## src/rtl/uart_boot_loader_pkg.sv

```systemverilog
// Shared constants and state encodings for the UART boot loader.
package minisys_pkg;

   localparam logic [7:0] SYNC_BYTE = 8'hA5;

   typedef enum logic [1:0] {
      RX_IDLE,
      RX_START,
      RX_DATA,
      RX_STOP
   } rx_state_t;

   typedef enum logic [2:0] {
      LD_WAIT_SYNC,
      LD_LEN_LO,
      LD_LEN_HI,
      LD_DATA,
      LD_CSUM,
      LD_DONE
   } loader_state_t;

endpackage

```

## src/rtl/uart_boot_loader_if.sv

```systemverilog
// Instruction-memory write port plus CPU reset and loader status.
interface uart_boot_loader_if #(parameter int IMEM_AW = 14);

   logic               imem_we;
   logic [IMEM_AW-1:0] imem_waddr;
   logic [31:0]        imem_wdata;
   logic               cpu_rst;
   logic               busy;
   logic               err;

   modport master (output imem_we, imem_waddr, imem_wdata, cpu_rst, busy, err);
   modport slave  (input  imem_we, imem_waddr, imem_wdata, cpu_rst, busy, err);

endinterface

```

## src/rtl/uart_rx_byte.sv

```systemverilog
// 8N1 UART byte receiver with a 2-FF input synchronizer.
// Latency: byte_valid about 9.5 bit times after the start edge plus 3 cycles.
// No backpressure: byte_valid/frame_err are single-cycle pulses.
module uart_rx_byte
   import minisys_pkg::*;
#(
   parameter int CLKS_PER_BIT = 16
) (
   input  logic       clk,
   input  logic       rst,
   input  logic       uart_rx,
   output logic       byte_valid,
   output logic [7:0] byte_data,
   output logic       frame_err
);

   localparam int            CW        = $clog2(CLKS_PER_BIT) + 1;
   localparam logic [CW-1:0] FULL_LAST = CW'(CLKS_PER_BIT - 1);
   localparam logic [CW-1:0] HALF_LAST = CW'(CLKS_PER_BIT / 2 - 1);

   rx_state_t     state, state_nxt;
   logic          rx_meta, rx_sync, rx_prev;
   logic [CW-1:0] cnt;
   logic [2:0]    bit_idx;
   logic [7:0]    shreg;
   logic          half_tick, full_tick;

   assign half_tick = (cnt == HALF_LAST);
   assign full_tick = (cnt == FULL_LAST);
   assign byte_data = shreg;

   always_ff @(posedge clk) begin
      if (rst) begin
         rx_meta <= 1'b1;
         rx_sync <= 1'b1;
         rx_prev <= 1'b1;
         state   <= RX_IDLE;
         cnt     <= '0;
         bit_idx <= '0;
         shreg   <= '0;
      end else begin
         rx_meta <= uart_rx;
         rx_sync <= rx_meta;
         rx_prev <= rx_sync;
         state   <= state_nxt;
         // Bit timer restarts on every state change and at each full bit period.
         if (state_nxt != state || full_tick) cnt <= '0;
         else                                 cnt <= cnt + 1'b1;
         if (state == RX_START) bit_idx <= '0;
         if (state == RX_DATA && full_tick) begin
            shreg   <= {rx_sync, shreg[7:1]};
            bit_idx <= bit_idx + 1'b1;
         end
      end
   end

   always_comb begin
      state_nxt  = state;
      byte_valid = 1'b0;
      frame_err  = 1'b0;
      case (state)
         RX_IDLE:  if (rx_prev && !rx_sync) state_nxt = RX_START;
         RX_START: if (half_tick) state_nxt = rx_sync ? RX_IDLE : RX_DATA;
         RX_DATA:  if (full_tick && bit_idx == 3'd7) state_nxt = RX_STOP;
         RX_STOP: begin
            if (full_tick) begin
               state_nxt  = RX_IDLE;
               byte_valid = rx_sync;
               frame_err  = !rx_sync;
            end
         end
         default:  state_nxt = RX_IDLE;
      endcase
   end

endmodule

```

## src/rtl/uart_boot_loader.sv

```systemverilog
// Loads a sync/length/data/checksum UART frame into instruction memory.
// Latency: imem write and cpu_rst/err updates 1 cycle after the causing byte.
// No backpressure: memory must accept a write every cycle imem_we is high.
module uart_boot_loader
   import minisys_pkg::*;
#(
   parameter int CLK_HZ  = 100000000,
   parameter int BAUD    = 115200,
   parameter int IMEM_AW = 14
) (
   input  logic               clk,
   input  logic               rst,
   input  logic               uart_rx,
   uart_boot_loader_if.master bus
);

   localparam int CLKS_PER_BIT = CLK_HZ / BAUD;

   loader_state_t      state, state_nxt;
   logic               byte_valid, frame_err;
   logic [7:0]         byte_data;
   logic [15:0]        len;
   logic [IMEM_AW-1:0] addr;
   logic [1:0]         byte_idx;
   logic [31:0]        word;
   logic [7:0]         csum;
   logic               abort;

   uart_rx_byte #(.CLKS_PER_BIT(CLKS_PER_BIT)) u_rx (
      .clk        (clk),
      .rst        (rst),
      .uart_rx    (uart_rx),
      .byte_valid (byte_valid),
      .byte_data  (byte_data),
      .frame_err  (frame_err)
   );

   assign abort = frame_err && state != LD_WAIT_SYNC && state != LD_DONE;

   always_ff @(posedge clk) begin
      if (rst) begin
         state          <= LD_WAIT_SYNC;
         len            <= '0;
         addr           <= '0;
         byte_idx       <= '0;
         word           <= '0;
         csum           <= '0;
         bus.imem_we    <= 1'b0;
         bus.imem_waddr <= '0;
         bus.imem_wdata <= '0;
         bus.cpu_rst    <= 1'b1;
         bus.busy       <= 1'b0;
         bus.err        <= 1'b0;
      end else begin
         state       <= state_nxt;
         bus.imem_we <= 1'b0;
         if (abort) begin
            bus.err  <= 1'b1;
            bus.busy <= 1'b0;
         end else if (byte_valid) begin
            case (state)
               LD_WAIT_SYNC: if (byte_data == SYNC_BYTE) begin
                  bus.err  <= 1'b0;
                  bus.busy <= 1'b1;
                  addr     <= '0;
                  byte_idx <= '0;
                  csum     <= '0;
               end
               LD_LEN_LO: len[7:0]  <= byte_data;
               LD_LEN_HI: len[15:8] <= byte_data;
               LD_DATA: begin
                  csum     <= csum ^ byte_data;
                  byte_idx <= byte_idx + 1'b1;
                  word[{byte_idx, 3'b000} +: 8] <= byte_data;
                  if (byte_idx == 2'd3) begin
                     bus.imem_we    <= 1'b1;
                     bus.imem_waddr <= addr;
                     bus.imem_wdata <= {byte_data, word[23:0]};
                     addr           <= addr + 1'b1;
                     len            <= len - 16'd1;
                  end
               end
               LD_CSUM: begin
                  bus.busy <= 1'b0;
                  if (byte_data == csum) bus.cpu_rst <= 1'b0;
                  else                   bus.err     <= 1'b1;
               end
               default: ;
            endcase
         end
      end
   end

   always_comb begin
      state_nxt = state;
      if (abort) begin
         state_nxt = LD_WAIT_SYNC;
      end else if (byte_valid) begin
         case (state)
            LD_WAIT_SYNC: if (byte_data == SYNC_BYTE) state_nxt = LD_LEN_LO;
            LD_LEN_LO:    state_nxt = LD_LEN_HI;
            LD_LEN_HI:    state_nxt = ({byte_data, len[7:0]} == 16'd0) ? LD_CSUM : LD_DATA;
            LD_DATA:      if (byte_idx == 2'd3 && len == 16'd1) state_nxt = LD_CSUM;
            LD_CSUM:      state_nxt = (byte_data == csum) ? LD_DONE : LD_WAIT_SYNC;
            LD_DONE:      state_nxt = LD_DONE;
            default:      state_nxt = LD_WAIT_SYNC;
         endcase
      end
   end

endmodule

```

## src/flat_wrapper.sv

```systemverilog
// flat-port wrapper written by rule: the top's interface ports become plain ports
module uart_boot_loader_flat import minisys_pkg::*;
#(
   parameter int CLK_HZ  = 100000000,
   parameter int BAUD    = 115200,
   parameter int IMEM_AW = 14
)
  (clk, rst, uart_rx, bus_imem_we, bus_imem_waddr, bus_imem_wdata, bus_cpu_rst, bus_busy, bus_err);
  uart_boot_loader_if #(.IMEM_AW(IMEM_AW)) bus_i ();
  input  logic clk;
  input  logic rst;
  input  logic uart_rx;
  output wire logic [$bits(bus_i.imem_we)-1:0] bus_imem_we;
  output wire logic [$bits(bus_i.imem_waddr)-1:0] bus_imem_waddr;
  output wire logic [$bits(bus_i.imem_wdata)-1:0] bus_imem_wdata;
  output wire logic [$bits(bus_i.cpu_rst)-1:0] bus_cpu_rst;
  output wire logic [$bits(bus_i.busy)-1:0] bus_busy;
  output wire logic [$bits(bus_i.err)-1:0] bus_err;
  assign bus_imem_we = bus_i.imem_we;
  assign bus_imem_waddr = bus_i.imem_waddr;
  assign bus_imem_wdata = bus_i.imem_wdata;
  assign bus_cpu_rst = bus_i.cpu_rst;
  assign bus_busy = bus_i.busy;
  assign bus_err = bus_i.err;
  uart_boot_loader #(.CLK_HZ(CLK_HZ), .BAUD(BAUD), .IMEM_AW(IMEM_AW)) u_core (.clk(clk), .rst(rst), .uart_rx(uart_rx), .bus(bus_i));
endmodule
```

## config.mk

```make
export PLATFORM = sky130hd
export DESIGN_NAME = uart_boot_loader_flat
export DESIGN_NICKNAME = d
export VERILOG_FILES = /design/src/rtl/uart_boot_loader_pkg.sv /design/src/rtl/uart_boot_loader_if.sv /design/src/rtl/uart_rx_byte.sv /design/src/rtl/uart_boot_loader.sv /design/src/flat_wrapper.sv
export SDC_FILE = /design/constraint.sdc
export NUM_CORES = 1
export LEC_CHECK = 0
export ABC_AREA = 1
export CAP_MARGIN = 20
export CORE_ASPECT_RATIO = 0.5
export CORE_MARGIN = 2
export CORE_UTILIZATION = 49
export CTS_BUF_LIST = sky130_fd_sc_hd__clkbuf_16
export DETAILED_ROUTE_END_ITERATION = 16
export PLACE_DENSITY = 0.75
export SETUP_SLACK_MARGIN = 0.02
export SLEW_MARGIN = 5
export SYNTH_ARGS = -nofsm -noshare
export SYNTH_HDL_FRONTEND = slang
export SYNTH_SLANG_ARGS = --single-unit
```

## constraint.sdc

```tcl
create_clock -name clk -period 3.6 [get_ports clk]
set_input_delay 0.72 -clock clk [delete_from_list [all_inputs] [get_ports clk]]
set_output_delay 0.72 -clock clk [all_outputs]
set_load 0.05 [all_outputs]
```

* Word-level counts from Yosys, hierarchy flattened
Index checks and enable logic that the tools add are counted. Widths: inputs -> output; s select.
Storage, ports and cells: register bits 152, input bits 3, output and inout port bits 50, word-level logic and storage cells 122
Cells by class: add/sub/neg operators 6, equality and inequality tests 22, shift operators 2, mux-type cells 36, bitwise logic cells 4, reduce and logical (&&, ||, !) cells 32
Operators by type and width (number):
- $pmux 8 s2 | 3
- $bwmux 32 | 1
- $shift 8x7->32 const A | 1
- $shiftx 8x7->32 | 1
- $mux 14 | 2
- $pmux 14 s2 | 1
- $reduce_and 4->1 | 6
- $mux 3 | 6
- $pmux 3 s6 | 1
- $eq 16x1->1 const B | 1
- $logic_not 16->1 | 1
- $mux 16 | 1
- $sub 16x1->16 const B | 1
- $add 14x1->14 const B | 1
- $mux 2 | 6
- $reduce_bool 2->1 | 6
- $add 11x1->11 const B | 1
- $eq 11x10->1 const B | 1
- $eq 11x9->1 const B | 1
- $mux 1 | 10
- $eq 3x3->1 const B | 3
- $reduce_and 3->1 | 3
- $eq 8x8->1 | 1
- $eq 8x8->1 const B | 1
- other kinds (27) | 42

* Depth between registers and ports, before layout
word-level depth 7, mapped depth 13, mapped depth without buffers 13

* By module
A second synthesis with hierarchy kept.
Unflattened totals: cells, all modules 969, area total of the unflattened synthesis 6760.2 um2
By module, submodules not included:
- uart_boot_loader | instances 1, cells each 810, area each 5495.3 um2, sequential area each 2342.2 um2
- uart_rx_byte | instances 1, cells each 159, area each 1265.0 um2, sequential area each 540.5 um2

* Least setup slack after synthesis
No wires, ideal clock.
kind input -> register, start input port rst, end register u_core.word[17], setup time 0.065 ns, arrival 1.694 ns, required time 3.535 ns, setup slack 1.842 ns, cell stages on the path 6, path buffers 3, path through clkbuf_1 > inv_2 > clkbuf_1 > clkbuf_1 > o21ai_0 > nor2_1
RTL lines:
- from (decl) | RTL line flat_wrapper.sv:11 | input logic rst;
- to (signal, indexed assignment) | RTL line uart_boot_loader.sv:74 | word[{byte_idx, 3'b000} +: 8] <= byte_data;
- to (decl) | RTL line uart_boot_loader.sv:25 | logic [31:0] word;

* Worst setup path in the final report
start register u_core.u_rx.cnt[0], end register u_core.word[20]
Between the ends: word-level cells in the longest chain between the ends 7, elaborated cells between the ends (all ways) 9, classes of those cells eq/ne: 1; mux: 4; bitwise: 1; reduce/logical: 3
Ends and longest elaborated chain:
- from (decl) | RTL line uart_rx_byte.sv:23 | logic [CW-1:0] cnt;
- from (signal assigned) | RTL line uart_rx_byte.sv:48 | else cnt <= cnt + 1'b1;
- $eq 11x10->1 * | RTL line uart_rx_byte.sv:29 | assign full_tick = (cnt == FULL_LAST);
- $mux 1 | RTL line uart_rx_byte.sv:66 | if (full_tick) begin
- $mux 1 | RTL line uart_rx_byte.sv:61 | case (state)
- $logic_and 1x1->1 (2 in series) | RTL line uart_boot_loader.sv:38 | assign abort = frame_err && state != LD_WAIT_SYNC && state != LD_DONE;
- $not 1->1 (no line)
- $reduce_and 3->1 (no line) *
Every way passes the cells marked *; elsewhere a longest branch is shown, timed or not. A chain may end at the register's enable or synchronous reset.

==> results.ini <==
[run_status]
status=finished clean

[cells_and_area]
area_delta_synth_final_pct=18.39
fin_nets=1012
layout_common_cells=nand2_1, dfxtp_1, nor2_1
drive_gt1_share_pct=7.723
diodes=0
final_common_cell=nand2_1
stdcell_count=1202

[critical_path]
r2r-end=u_core.word[20]$_SDFFE_PP0P_
reg2reg_slack_ns=1.05
r2r.worst_path.cells=10
cp-end-kind=register
worstReg2RegStart=u_core.u_rx.cnt[0]$_SDFF_PP0_
worstPathMaxFanout=13
path_class=register to register
critPathLaunchType=register
cp.required_ns=3.91
critPathArrivalTime_ns=2.86

[power]
combPwrFrac_pct=1.9
p_leak_nw=3.076
switching_share_pct=22.72
clkPwrFrac_pct=52.7
power_switching_w=0.0008031
internal_power_w=0.002732
peakVddDrop_uv=313.5
pwr-share-seq_pct=45.3
powerDensity_nw_per_um2=439.4

[die]
die-area_um2=14880
core_um2=13550
die_h_um=87.27
rows=30
io_pins=53
start_util_pct=50.15
fp.dieW_um=170.5

[place]
port_buffers=52
dp_hpwl_um=11180
gp_congestion=0.9091
dp_cells=1170

[route]
viasPerCell=5.181
drc_errors=0
drt-initial-drc-count=575
wl_per_cell_um=13.47
ant_nets=0
drt-total-wl_um=16190
vias=6227
drtPass1Iterations=5

[clock_network]
cts_setup_buffers=0
cts_hold_buf=0
path_clk_slew_ns=0.06
clk_root_buffer_cell=clkbuf_16
cts_tree=yes
cts_buffers=17
numClockSinks=144
ctsResizeCount=0
clk_latency_ns=0.43
h-tree-depth=4
clk_path_buf_depth=2

[sta]
slew_headroom_pct=47.55
rsz0062_at_grt=no
setup_violations=0
max_freq_mhz=391.9
timing.setup.tns_ns=0
clock_skew_ns=0.009022
worstMarginPinSlew_ns=0.7868
period_needed_ns=2.552
slew_violations=0
finalHoldViolations=0
post-route-period-util_pct=70.88

[grt]
grt_first_pass_wirelength_um=26360
use_met3_pct=5.225
grt_overflow=0
grt_max_degree=93
use_met1_pct=30.20
grt_busiest_layer=met2
antenna_found_initial=0
grt_util_all_layers_pct=22.22
grt_pass1_vias=5599
gr-usage-met2_pct=35.15

[logic_synthesis]
synth-edff-count=0
ys_ff_latch=144
seq_area_frac_synth_pct=42.42
syn_area_per_cell_um2=7.101
yosys_warnings=0
ys.flop_type=dfxtp_1
synth_area_um2=6795
synth_nets=972
synthDistinctLibCells=36
synthCells=957
async_flop_share_pct=0

[worst_hold_path]
min-delay-start=u_core.u_rx.rx_meta$_SDFF_PP1_
hold_path.class=register to register
hold_depth=1
min_to=u_core.u_rx.rx_sync$_SDFF_PP1_

[run]
drv_cap=0

==> power by group through the flow <==
stage               Sequential [W]  Combinational, W  Clock (W)
floorplan                  0.00164         0.0000521          0
global placement           0.00164         0.0000660          0
detailed placement         0.00164         0.0000677          0
CTS                        0.00160         0.0000683    0.00188
global route               0.00160         0.0000783    0.00196
finish                     0.00160         0.0000685    0.00186
==> layout make-up <==
cell class | count | area, um^2
clock buffers | 17 | 425.4
clock inverters | 15 | 195.2
fillers | 1177 | 5505
inverters | 133 | 504.2
multi-input cells | 645 | 3247
flip-flops and latches | 144 | 2883
well taps | 192 | 240.2
repair buffers | 56 | 550.5
==> flip-flops by register name, summed over array words and instances, names as in the netlist, 2 cells and up <==
| register | cells |
|---|---|
| u_core.u_rx.byte_data | 8 |
| u_core.u_rx.cnt | 11 |
| u_core.u_rx.bit_idx | 3 |
| u_core.bus.imem_wdata | 32 |
| u_core.bus.imem_waddr | 14 |
| u_core.state | 3 |
| u_core.csum | 8 |
| u_core.word | 24 |
| u_core.len | 16 |
| u_core.u_rx.state | 2 |
| u_core.byte_idx | 2 |
| u_core.addr | 14 |
==> metrics by stage <==
stage          instance area (um^2)  setup slack (ns)  utilization, %  total power [W]  hold slack [ns]
4_1_cts                        8045             1.114           59.37         0.003552           0.4134
3_5_place_dp                   7425             1.159           54.79         0.001706           0.3989
3_3_place_gp                   7425             1.318           54.79         0.001704           0.3913
6_report                       8045             1.048           59.37         0.003535           0.4093
2_1_floorplan                  6795             1.842               -         0.001689           0.3895
5_1_grt                        8045            0.8328           59.37         0.003638           0.4301
==> how the worst max path moves through the flow <==
| stage | from | end | slack [ns] | depth (start not counted) |
|---|---|---|---|---|
| 4_1_cts | u_core.u_rx.cnt[0]$_SDFF_PP0_ | u_core.word[17]$_SDFFE_PP0P_ | 1.11 | 10 |
| 5_1_grt | u_core.u_rx.cnt[0]$_SDFF_PP0_ | u_core.word[20]$_SDFFE_PP0P_ | 0.83 | 10 |
| 3_3_place_gp | u_core.u_rx.cnt[0]$_SDFF_PP0_ | u_core.word[21]$_SDFFE_PP0P_ | 1.32 | 10 |
| 2_1_floorplan | rst | u_core.word[17]$_SDFFE_PP0P_ | 1.84 | 6 |
| 3_5_place_dp | u_core.u_rx.cnt[0]$_SDFF_PP0_ | u_core.word[9]$_SDFFE_PP0P_ | 1.16 | 10 |
| 6_report | u_core.u_rx.cnt[0]$_SDFF_PP0_ | u_core.word[20]$_SDFFE_PP0P_ | 1.05 | 10 |
==> kinds of logic after synthesis <==
group / Yosys count / share of synthesized area (%)
and+or+nand+nor: 376 / 25.24
AOI/OAI and AO/OA: 236 / 17.62
buffers and inverters: 168 / 9.795
DFF: 144 / 42.42
xor gates and xnor gates: 21 / 2.707
adders and majority gates: 12 / 2.209
==> Yosys cell counts (4+ instances only) <==
cell type    n  share of area [%]
nand2_4      5               0.83
nand3_1     32                2.4
clkbuf_1    16               0.88
buf_2       15                1.1
o21ai_1     11               0.81
nor2_1     125                6.9
inv_2        9               0.50
nand2_1    155                8.6
xnor2_1     10                1.3
xor2_1      11                1.4
nand4_1     13                1.2
inv_1      122                6.7
dfxtp_1    144                 42
o21ai_0     95                7.0
nor2_4       5               0.83
nand2_2      7               0.64
nor2_2       4               0.37
nor3_1      16                1.2
ha_1        12                2.2
a21oi_1    123                9.1
==> routing by layer <==
metal	part of all wire (%)	wire, um
met3	6.5	1053
met1	48	7755
met5	0	0
met2	44	7177
met4	1.3	206
==> critical path: stages, from the launching register on <==
cell and delay [ns]:
dfxtp_1 0.38, ha_1 0.27, nand2_1 0.11, nor2_2 0.15, nand3_4 0.11, nor2_8 0.17, nand2_2 0.07, nor2_2 0.51
nand2_1 0.31, o21ai_0 0.28, nor2_1 0.06
Power figures use the tool's default switching activity.
